$ cat src/rtl/adc128s_pkg.sv
// Shared constants and types for the ADC128S-style SPI A2D converter model.
package adc128s_pkg;

    localparam logic [2:0] CH_LFT     = 3'd0;
    localparam logic [2:0] CH_RGHT    = 3'd4;
    localparam logic [2:0] CH_STEER   = 3'd5;
    localparam logic [2:0] CH_BATT    = 3'd6;
    localparam int         FRAME_BITS = 16;

    typedef logic [11:0] adc_val_t;

endpackage

$ cat src/rtl/spi_edge_sync.sv
// Double-flop synchronizer with a history flop; emits single-clk rise/fall
// pulses derived only from the synchronized level.
module spi_edge_sync #(
    parameter logic RST_VAL = 1'b0
) (
    input  logic clk,
    input  logic rst_n,
    input  logic sig_i,
    output logic rise_o,
    output logic fall_o
);

    logic meta_q;
    logic sync_q;
    logic hist_q;

    always_ff @(posedge clk) begin
        if (!rst_n) begin
            meta_q <= RST_VAL;
            sync_q <= RST_VAL;
            hist_q <= RST_VAL;
        end else begin
            meta_q <= sig_i;
            sync_q <= meta_q;
            hist_q <= sync_q;
        end
    end

    assign rise_o = sync_q & ~hist_q;
    assign fall_o = ~sync_q & hist_q;

endmodule

$ cat src/rtl/adc128s_fc.sv
// ADC128S-style 8-channel SPI A2D model: command in frame N selects the data in frame N+1.
// Optional protocol checking (short frames, nonzero command bits [15:14]) under ADC128S_FC_PROTO_CHK_EN.
module adc128s_fc
    import adc128s_pkg::*;
(
    input  logic     clk,
    input  logic     rst_n,
    input  logic     SS_n,
    input  logic     SCLK,
    input  logic     MOSI,
    output logic     MISO,
    input  adc_val_t ld_cell_lft,
    input  adc_val_t ld_cell_rght,
    input  adc_val_t steerPot,
    input  adc_val_t batt
);

    localparam logic [4:0] FULL_CNT = 5'(FRAME_BITS);

    // Without the checker only the low 14 command bits are ever looked at, so
    // the receive register stops there; the channel field keeps its position.
`ifdef ADC128S_FC_PROTO_CHK_EN
    localparam int RX_W = FRAME_BITS;
`else
    localparam int RX_W = FRAME_BITS - 2;
`endif

    logic sclk_rise, sclk_fall, ss_rise, ss_fall;

    spi_edge_sync #(.RST_VAL(1'b0)) u_sclk_sync (
        .clk(clk), .rst_n(rst_n), .sig_i(SCLK), .rise_o(sclk_rise), .fall_o(sclk_fall)
    );

    spi_edge_sync #(.RST_VAL(1'b1)) u_ss_sync (
        .clk(clk), .rst_n(rst_n), .sig_i(SS_n), .rise_o(ss_rise), .fall_o(ss_fall)
    );

    logic [15:0]     tx_shft_q, tx_shft_d;
    logic [RX_W-1:0] rx_shft_q, rx_shft_d;
    logic [4:0]      bit_cnt_q, bit_cnt_d;
    logic [2:0]      chnl_ptr_q, chnl_ptr_d;
    logic            ss_low_q, ss_low_d;
    adc_val_t        sel_val;

    always_comb begin
        sel_val = '0;
        case (chnl_ptr_q)
            CH_LFT:   sel_val = ld_cell_lft;
            CH_RGHT:  sel_val = ld_cell_rght;
            CH_STEER: sel_val = steerPot;
            CH_BATT:  sel_val = batt;
            default:  sel_val = '0;
        endcase
    end

    always_comb begin
        tx_shft_d  = tx_shft_q;
        rx_shft_d  = rx_shft_q;
        bit_cnt_d  = bit_cnt_q;
        chnl_ptr_d = chnl_ptr_q;
        ss_low_d   = ss_low_q;
        if (ss_fall) begin
            ss_low_d  = 1'b1;
            tx_shft_d = {4'h0, sel_val};
            rx_shft_d = '0;
            bit_cnt_d = '0;
        end else if (ss_rise) begin
            ss_low_d = 1'b0;
            if (bit_cnt_q == FULL_CNT) begin
                chnl_ptr_d = rx_shft_q[13:11];
            end
        end else if (ss_low_q) begin
            if (sclk_rise) begin
                rx_shft_d = {rx_shft_q[RX_W-2:0], MOSI};
                if (bit_cnt_q != FULL_CNT) begin
                    bit_cnt_d = bit_cnt_q + 5'd1;
                end
            end
            // A fall before the first rise is the idle level, not a bit boundary.
            if (sclk_fall && (bit_cnt_q != 5'd0)) begin
                tx_shft_d = {tx_shft_q[14:0], 1'b0};
            end
        end
    end

    always_ff @(posedge clk) begin
        if (!rst_n) begin
            tx_shft_q  <= '0;
            rx_shft_q  <= '0;
            bit_cnt_q  <= '0;
            chnl_ptr_q <= '0;
            ss_low_q   <= 1'b0;
        end else begin
            tx_shft_q  <= tx_shft_d;
            rx_shft_q  <= rx_shft_d;
            bit_cnt_q  <= bit_cnt_d;
            chnl_ptr_q <= chnl_ptr_d;
            ss_low_q   <= ss_low_d;
        end
    end

    assign MISO = ss_low_q & tx_shft_q[15];

`ifdef ADC128S_FC_PROTO_CHK_EN
    logic [7:0] err_cnt_q;

    always_ff @(posedge clk) begin
        if (!rst_n) begin
            err_cnt_q <= '0;
        end else if (ss_rise) begin
            if (bit_cnt_q != FULL_CNT) begin
                $error("ADC128S: short frame");
                if (err_cnt_q != 8'hFF) err_cnt_q <= err_cnt_q + 8'd1;
            end else if (rx_shft_q[15:14] != 2'b00) begin
                $error("ADC128S: command bits [15:14] not zero");
                if (err_cnt_q != 8'hFF) err_cnt_q <= err_cnt_q + 8'd1;
            end
        end
    end
`endif

endmodule

$ cat config.mk
export PLATFORM = sky130hd
export DESIGN_NAME = adc128s_fc
export DESIGN_NICKNAME = d
export VERILOG_FILES = /design/src/rtl/adc128s_pkg.sv /design/src/rtl/spi_edge_sync.sv /design/src/rtl/adc128s_fc.sv
export SDC_FILE = /design/constraint.sdc
export NUM_CORES = 1
export LEC_CHECK = 0
export CORE_UTILIZATION = 30
export DETAILED_ROUTE_END_ITERATION = 7
export PLACE_DENSITY = 0.61
export SLEW_MARGIN = 30
export SYNTH_ARGS = -nofsm -noshare
export SYNTH_HDL_FRONTEND = slang
export SYNTH_SLANG_ARGS = --single-unit
export TNS_END_PERCENT = 5
$ cat constraint.sdc
create_clock -name clk -period 4.75 [get_ports clk]
set_input_delay 0.7125 -clock clk [delete_from_list [all_inputs] [get_ports clk]]
set_output_delay 0.7125 -clock clk [all_outputs]
set_load 0.03 [all_outputs]
==> results of run 1 <==
==> area by class of cell <==
type / count / area (sq um)
Fill cell: 757 / 4299
Multi-Input combinational cell: 182 / 1222
Sequential cell: 45 / 900.9
Timing Repair Buffer: 53 / 530.5
Tap cell: 99 / 123.9
Clock buffer: 5 / 68.82
Clock inverter: 3 / 46.29
Inverter: 6 / 22.52
==> per-layer routing <==
metal / vias up / GRT usage / part of all wire
li1: 974 / - / -
met1: 828 / 0.1997 / 0.50
met2: 38 / 0.2133 / 0.44
met3: 6 / 0.03078 / 0.042
met4: 0 / 0.04839 / 0.016
met5: - / 0 / 0
==> synth_stat cells <==
library cell / n
sky130_fd_sc_hd__nor2b_1: 6
sky130_fd_sc_hd__a31oi_1: 11
sky130_fd_sc_hd__and3b_1: 1
sky130_fd_sc_hd__a22o_4: 1
sky130_fd_sc_hd__xnor2_1: 2
sky130_fd_sc_hd__and2_1: 4
sky130_fd_sc_hd__o21ai_1: 6
sky130_fd_sc_hd__or2b_1: 2
sky130_fd_sc_hd__a21oi_1: 14
sky130_fd_sc_hd__or4b_4: 1
sky130_fd_sc_hd__xor2_1: 2
sky130_fd_sc_hd__buf_2: 6
sky130_fd_sc_hd__dfxtp_1: 45
sky130_fd_sc_hd__nand3_1: 1
sky130_fd_sc_hd__o21ai_2: 1
sky130_fd_sc_hd__a32o_1: 11
sky130_fd_sc_hd__nand2b_1: 12
sky130_fd_sc_hd__inv_1: 6
sky130_fd_sc_hd__ha_1: 4
sky130_fd_sc_hd__nand4bb_1: 1
sky130_fd_sc_hd__buf_1: 1
sky130_fd_sc_hd__buf_4: 1
sky130_fd_sc_hd__nor4bb_1: 1
sky130_fd_sc_hd__mux2i_1: 21
sky130_fd_sc_hd__a31oi_2: 1
sky130_fd_sc_hd__o21bai_1: 1
sky130_fd_sc_hd__o211ai_1: 12
sky130_fd_sc_hd__nand2_1: 32
sky130_fd_sc_hd__buf_6: 2
sky130_fd_sc_hd__or2_2: 1
sky130_fd_sc_hd__a311oi_1: 1
sky130_fd_sc_hd__o22ai_2: 1
sky130_fd_sc_hd__dlygate4sd1_1: 1
sky130_fd_sc_hd__nor2_1: 21
sky130_fd_sc_hd__nand4_1: 3
sky130_fd_sc_hd__and4bb_2: 1
sky130_fd_sc_hd__clkbuf_1: 9
sky130_fd_sc_hd__nand4b_1: 2
sky130_fd_sc_hd__o21ai_0: 4
==> worst max-delay path by stage <==
| stage | startpoint | to | slack (ns) | depth (start not counted) |
|---|---|---|---|---|
| after detailed placement | rst_n | rx_shft_q[6]$_SDFFE_PP0P_ | 2.02 | 3 |
| after floorplan | bit_cnt_q[0]$_SDFFE_PP0P_ | tx_shft_q[5]$_SDFFE_PN0P_ | 3.07 | 7 |
| final | chnl_ptr_q[2]$_SDFFE_PN0P_ | tx_shft_q[11]$_SDFFE_PN0P_ | 2.11 | 4 |
| after CTS | chnl_ptr_q[2]$_SDFFE_PN0P_ | tx_shft_q[11]$_SDFFE_PN0P_ | 2.07 | 4 |
| after global placement | rst_n | rx_shft_q[2]$_SDFFE_PP0P_ | 2.07 | 3 |
| after global routing | chnl_ptr_q[2]$_SDFFE_PN0P_ | tx_shft_q[7]$_SDFFE_PN0P_ | 1.83 | 4 |
==> power groups by stage <==
stage	Sequential, mW	Combinational [mW]	Clock [mW]
floorplan	0.395	0.0297	0
global placement	0.396	0.0772	0
detailed placement	0.396	0.0777	0
CTS	0.388	0.0779	0.300
global route	0.389	0.0846	0.313
finish	0.387	0.0771	0.289
==> state kept, by name, indices dropped and copies added, names as in the netlist <==
| name | count |
|---|---|
| rx_shft_q | 14 |
| u_ss_sync.meta_q | 1 |
| bit_cnt_q | 5 |
| u_ss_sync.sync_q | 1 |
| tx_shft_q | 16 |
| ss_low_q | 1 |
| u_ss_sync.hist_q | 1 |
| u_sclk_sync.hist_q | 1 |
| chnl_ptr_q | 3 |
| u_sclk_sync.sync_q | 1 |
| u_sclk_sync.meta_q | 1 |
==> cells by family (layout without fill, tap and decap cells) <==
kind of cell / after synthesis / in the layout / synth area share
multiplexers: 21 / 21 / 0.09396
buffers and inverters: 26 / 67 / 0.05760
AO/OA/AOI/OAI: 64 / 64 / 0.2041
AND/OR/NAND/NOR: 89 / 89 / 0.2036
XOR/XNOR: 4 / 4 / 0.01566
flip-flops: 45 / 45 / 0.4027
adder cells (fa/ha/maj): 4 / 4 / 0.02237
==> results.md, run 1 <==
* Result of the run: completed
* Relative contribution of sequential cells to total power at 0.514
* Height of the die at 88.36 um
* Avg Cell Area, Syn at 8.842 sq um
* Worst setup slack before clock tree synthesis at 2.020 ns
* Total design power at 0.7538 mW
* Leak pwr at 0.9973 nW
* Number of post-CTS setup repair buffers at 0
* Max capacitance violation total at 0
* Least-Margin Pin Slew at 0.8616 ns
* Internal reg-to-reg setup slack at 2.11 ns
* Total of hold buffers inserted after clock tree synthesis at 0
* Maximum number of pins on one net before global-route repair at 27
* Max rail drop VDD at 0.1072 mV
* Power density relative to cell area at 258.6 nW/um^2
* Min-Delay Path Depth at 1
* Via/cell ratio at 4.697
* Count of buffers from port buffering at 53
* TritonCTS clock tree: done
* Number of endpoints with negative hold slack in the final report at 0
* Buffering stage count on the worst path with inverters included at 0
* Cell with the largest stage delay on the worst path: sky130_fd_sc_hd__dfxtp_1
* Final HPWL DP at 3593 um
* Die span in x at 88.36 um
* Final Instance Count excl. Fillers at 393
* Worst path arrival time at 2.87 ns
* Cell Count Post-Placement at 385
* Power dissipated by switching net loads at 0.1620 mW
* Total placed instance area at 2800 sq um
* Setup CP Type: flop to flop
* Setup TNS Final at 0 ns
* R2R depth at 4
* Path type of the worst min-delay path: flop to flop
* Hold path startpoint: u_ss_sync.meta_q$_SDFF_PN1_
* Min cycle time layout at 2.639 ns
* Cell-internal power at 0.5917 mW
* Cells after synthesis at 253
* Placer's final routability congestion estimate at 0.8700
* Count of yosys warnings during synthesis at 0
* Synthesized Nets at 310
* Unrepaired setup endpoints after global routing: false
* Synth cell types at 39
* Total die area at 7807 sq um
* Top library cells by usage in the layout, fill and taps aside: 53 x sky130_fd_sc_hd__clkdlybuf4s50_1, 45 x sky130_fd_sc_hd__dfxtp_1, 32 x sky130_fd_sc_hd__nand2_1
* Proportion of synthesized chip area in sequential cells at 0.4027
* Post-Syn Area at 2237 sq um
* Post-synth top area share at 0.4027
* Total Nets Final at 350
* Required time worst endpoint at 4.98 ns
* Slew Limit Headroom at 0.4256
* Final worst-path cycle share at 0.5557
* Antenna violations before repair at 0
* Crit end category: flop
* Clk_skew at 0.003359 ns
* Total number of vias at 1846
* Number of iterations in the first detailed-routing pass at 4
* Category of cells accounting for the largest share of critical-path delay: compound AO/OA/AOI/OAI gates
* Grt ovf at 0
* Remaining antenna violation count at 0
* Overall track demand over capacity in global routing at 0.1416
* Endpoint of the worst hold-timing path: u_ss_sync.sync_q$_SDFF_PN1_
* Maximum count of clock buffers along a single path at 2
* Combinational share of power at 0.102
* Final design area excluding fillers at 2915 sq um
* Root Buffer: sky130_fd_sc_hd__clkbuf_8
* Share of power burned in the clock network at 0.384
* Flip-flop and latch count after synthesis at 45
* CTS Buf Count at 5
* Number of H-tree levels at 2
* Fin. max-slew vios at 0
* Final core utilization at 0.4041
* Most frequent standard cell in the layout excluding fill and tap cells: sky130_fd_sc_hd__clkdlybuf4s50_1
* Wire length of the first global-routing pass at 8466 um
* Peak clock frequency supported by timing at 378.9 MHz
* Share of layout cells above drive strength 1 at 0.05442
* Clock insertion delay at the later pin of the skew report at 0.30 ns
* Total Wirelength at 4888 um
* Detailed router's first-iteration violation count at 148
* Switching part of the total at 0.2150
* Delay of the slowest cell on the worst path at 0.87 ns
* Number of global-route vias before repair at 1759
* Cells resized by post-CTS repair at 0
* # diodes at 0
* Number of core rows at 31
* Number of DRC violations after detailed routing at 0
* Max Fanout on Critical Path at 18
* CTS sink cnt at 45
* Final setup violation count at 0
* Setup ws final at 2.111 ns
* Wire length per cell at 12.44 um
* Top post-synthesis cells by area: sky130_fd_sc_hd__dfxtp_1 40%, sky130_fd_sc_hd__mux2i_1 9.4%, sky130_fd_sc_hd__nand2_1 5.4%, sky130_fd_sc_hd__a32o_1 4.9%, sky130_fd_sc_hd__o211ai_1 4.0%
* Capturing point of the worst reg2reg path: tx_shft_q[11]$_SDFFE_PN0P_
* Cell accounting for the most synthesized area: sky130_fd_sc_hd__dfxtp_1
* Clock-pin slew reported for the worst setup and hold paths after clock tree synthesis at 0.08 ns
* CP Launch Type: flop
* Layout overhead on the synthesized area at 30.31%
* FF-to-FF Start: chnl_ptr_q[2]$_SDFFE_PN0P_
* Starting density of the core at 0.3101
* WHS at 0.4108 ns
* CP Cell Sequence: nor2b_1 -> o21bai_1 -> o211ai_1 -> a31oi_1
* Count of boundary I/O pins at 54
* Placeable Area at 7214 sq um
Note: power is estimated with default switching activity, not from simulation.
==> run 2, diff against run 1 <==
- PLACE_DENSITY: 0.61 -> 0.63
- clock period: 4.75 -> 2.4 ns (I/O delays scaled with it)
==> results.md, run 2 (same netlist as run 1, synthesis figures left out) <==
* Antenna violations before repair at 0 (unchanged)
* Most frequent standard cell in the layout excluding fill and tap cells: sky130_fd_sc_hd__clkdlybuf4s50_1
* Count of buffers from port buffering at 53 (unchanged)
* Required time worst endpoint at 2.04 ns (-2.94 ns)
* Internal reg-to-reg setup slack at 0.56 ns (-1.55 ns)
* Number of DRC violations after detailed routing at 0 (unchanged)
* FF-to-FF Start: chnl_ptr_q[0]$_SDFFE_PN0P_
* Peak clock frequency supported by timing at 539.7 MHz
* Grt ovf at 0 (unchanged)
* Buffering stage count on the worst path with inverters included at 1 (+1)
* Launching element of the worst setup path: ss_low_q$_SDFFE_PN0P_
* Final design area excluding fillers at 2963 sq um (+1.6%)
* Category of cells accounting for the largest share of critical-path delay: buffers and inverters
* Total Nets Final at 358 (+2.3%)
* Final setup violation count at 0 (unchanged)
* Final worst-path cycle share at 0.7721
* CP Launch Type: flop
* Top library cells by usage in the layout, fill and taps aside: 53 x sky130_fd_sc_hd__clkdlybuf4s50_1, 45 x sky130_fd_sc_hd__dfxtp_1, 32 x sky130_fd_sc_hd__nand2_1
* CTS Buf Count at 5 (unchanged)
* Total placed instance area at 2851 sq um (+1.8%)
* Starting density of the core at 0.3101 (unchanged)
* Result of the run: completed
* Layout overhead on the synthesized area at 32.44%
* Reg with most FFs: tx_shft_q
* Largest registers: tx_shft_q: 16 flops, rx_shft_q: 14 flops, bit_cnt_q: 5 flops
* Placeable Area at 7214 sq um (unchanged)
* Wire length per cell at 12.33 um (-0.83%)
* R2R depth at 4 (unchanged)
* Capturing point of the worst reg2reg path: tx_shft_q[8]$_SDFFE_PN0P_
* Final Instance Count excl. Fillers at 401 (+2.0%)
* Number of iterations in the first detailed-routing pass at 4 (unchanged)
* Final HPWL DP at 3736 um (+4.0%)
* Setup CP Type: flop to output pin
* Remaining antenna violation count at 0 (unchanged)
* Total of hold buffers inserted after clock tree synthesis at 0 (unchanged)
* CTS sink cnt at 45 (unchanged)
* Via/cell ratio at 4.746 (+1.0%)
* # diodes at 0 (unchanged)
* Clock-pin slew reported for the worst setup and hold paths after clock tree synthesis at 0.08 ns (about the same)
* Min cycle time layout at 1.853 ns
* Path type of the worst min-delay path: flop to flop
* Number of H-tree levels at 2 (unchanged)
* Crit end category: output pin
* Placer's final routability congestion estimate at 0.7820 (-10%)
* Clk_skew at 0.007638 ns (+0.004280 ns)
* Total number of cells along the worst setup path at 2 (-2)
* Clock insertion delay at the later pin of the skew report at 0.30 ns (about the same)
* Maximum count of clock buffers along a single path at 2 (unchanged)
* Number of endpoints with negative hold slack in the final report at 0 (unchanged)
* Number of post-CTS setup repair buffers at 0 (unchanged)
* Max capacitance violation total at 0 (unchanged)
* Overall track demand over capacity in global routing at 0.1373 (-0.004294)
* Worst setup path endpoint: MISO
* Max Fanout on Critical Path at 5 (-13)
* Least-Margin Pin Slew at 0.8640 ns (+0.002334 ns)
* CP Cell Sequence: and2_1 -> clkdlybuf4s50_1
* Total die area at 7807 sq um (unchanged)
* TritonCTS clock tree: done
* Root Buffer: sky130_fd_sc_hd__clkbuf_8
* Maximum number of pins on one net before global-route repair at 27 (unchanged)
* Leak pwr at 1.039 nW (+4.2%)
* Cells resized by post-CTS repair at 0 (unchanged)
* Number of core rows at 31 (unchanged)
* Largest register FFs at 16 (unchanged)
* Share of layout cells above drive strength 1 at 0.07616 (+0.02174)
* Power density relative to cell area at 500.8 nW/um^2 (+94%)
* Height of the die at 88.36 um (unchanged)
* Die span in x at 88.36 um (unchanged)
* Wire length of the first global-routing pass at 8300 um (-2.0%)
* Count of boundary I/O pins at 54 (unchanged)
* Delay of the slowest cell on the worst path at 0.66 ns (-0.21 ns)
* Slew Limit Headroom at 0.4228 (-0.002745)
* Cell Count Post-Placement at 393 (+2.1%)
* Total Wirelength at 4946 um (+1.2%)
* Unrepaired setup endpoints after global routing: false
* Fin. max-slew vios at 0 (unchanged)
* Worst path arrival time at 1.49 ns (-1.38 ns)
* Setup TNS Final at 0 ns (unchanged)
* Detailed router's first-iteration violation count at 96 (-35%)
* Total number of vias at 1903 (+3.1%)
* Max rail drop VDD at 0.1975 mV (+84%)
* Number of global-route vias before repair at 1768 (+0.51%)
* Cell with the largest stage delay on the worst path: sky130_fd_sc_hd__clkdlybuf4s50_1
## run 2: changes by cell type in the layout (fill, tap and decap cells not counted)
cell / previous run / this run
sky130_fd_sc_hd__clkinvlp_4: 1 / 0
sky130_fd_sc_hd__nor4bb_2: 0 / 1
sky130_fd_sc_hd__clkbuf_1: 0 / 1
sky130_fd_sc_hd__nor4bb_4: 1 / 0
sky130_fd_sc_hd__buf_4: 0 / 8
## run 2: worst min path at each step
stage          slack, ns                     endpoint  cells past startpoint                         from
2_1_floorplan       0.39  u_ss_sync.sync_q$_SDFF_PN1_                      1  u_ss_sync.meta_q$_SDFF_PN1_
3_3_place_gp        0.39  u_ss_sync.sync_q$_SDFF_PN1_                      1  u_ss_sync.meta_q$_SDFF_PN1_
3_5_place_dp        0.40  u_ss_sync.sync_q$_SDFF_PN1_                      1  u_ss_sync.meta_q$_SDFF_PN1_
4_1_cts             0.41  u_ss_sync.sync_q$_SDFF_PN1_                      1  u_ss_sync.meta_q$_SDFF_PN1_
5_1_grt             0.44  u_ss_sync.sync_q$_SDFF_PN1_                      1  u_ss_sync.meta_q$_SDFF_PN1_
6_report            0.41  u_ss_sync.sync_q$_SDFF_PN1_                      1  u_ss_sync.meta_q$_SDFF_PN1_
## run 2: power by group
part | switching [mW] | internal, mW
registers | 0.00689 | 0.760
clock network | 0.250 | 0.312
logic | 0.0524 | 0.102
total | 0.309 | 1.17
## run 2: worst reg2reg max path: cells and delay by family, from the launching register on
| kind | cells | cell delay, ns |
|---|---|---|
| flip-flops | 1 | 0.37 |
| buffers and inverters | 1 | 0.20 |
| AO/OA/AOI/OAI | 3 | 1.20 |
## run 2: layout make-up
| cell class | count | area [sq um] |
|---|---|---|
| repair buffers | 61 | 590.6 |
| inverters | 6 | 22.52 |
| multi-input cells | 182 | 1214 |
| flip-flops and latches | 45 | 900.9 |
| fillers | 748 | 4252 |
| clock inverters | 2 | 38.79 |
| well taps | 99 | 123.9 |
| clock buffers | 6 | 72.57 |
## run 2: routing by layer
layer | GRT usage | routed length (um) | up-vias
li1 | - | - | 989
met1 | 0.1878 | 2415 | 864
met2 | 0.2119 | 2216 | 44
met3 | 0.02146 | 215 | 6
met4 | 0.06452 | 99 | 0
met5 | 0 | 0 | -
## run 2: per-stage QoR
step / setup slack, ns / power, mW / util / hold slack, ns
after global routing: 0.4670 / 1.555 / 0.4107 / 0.4384
after floorplan: 0.7195 / 0.8411 / - / 0.3863
after global placement: 0.6778 / 0.9379 / 0.3952 / 0.3884
final: 0.5470 / 1.484 / 0.4107 / 0.4109
after CTS: 0.5258 / 1.502 / 0.4107 / 0.4128
after detailed placement: 0.6062 / 0.9394 / 0.3952 / 0.3974
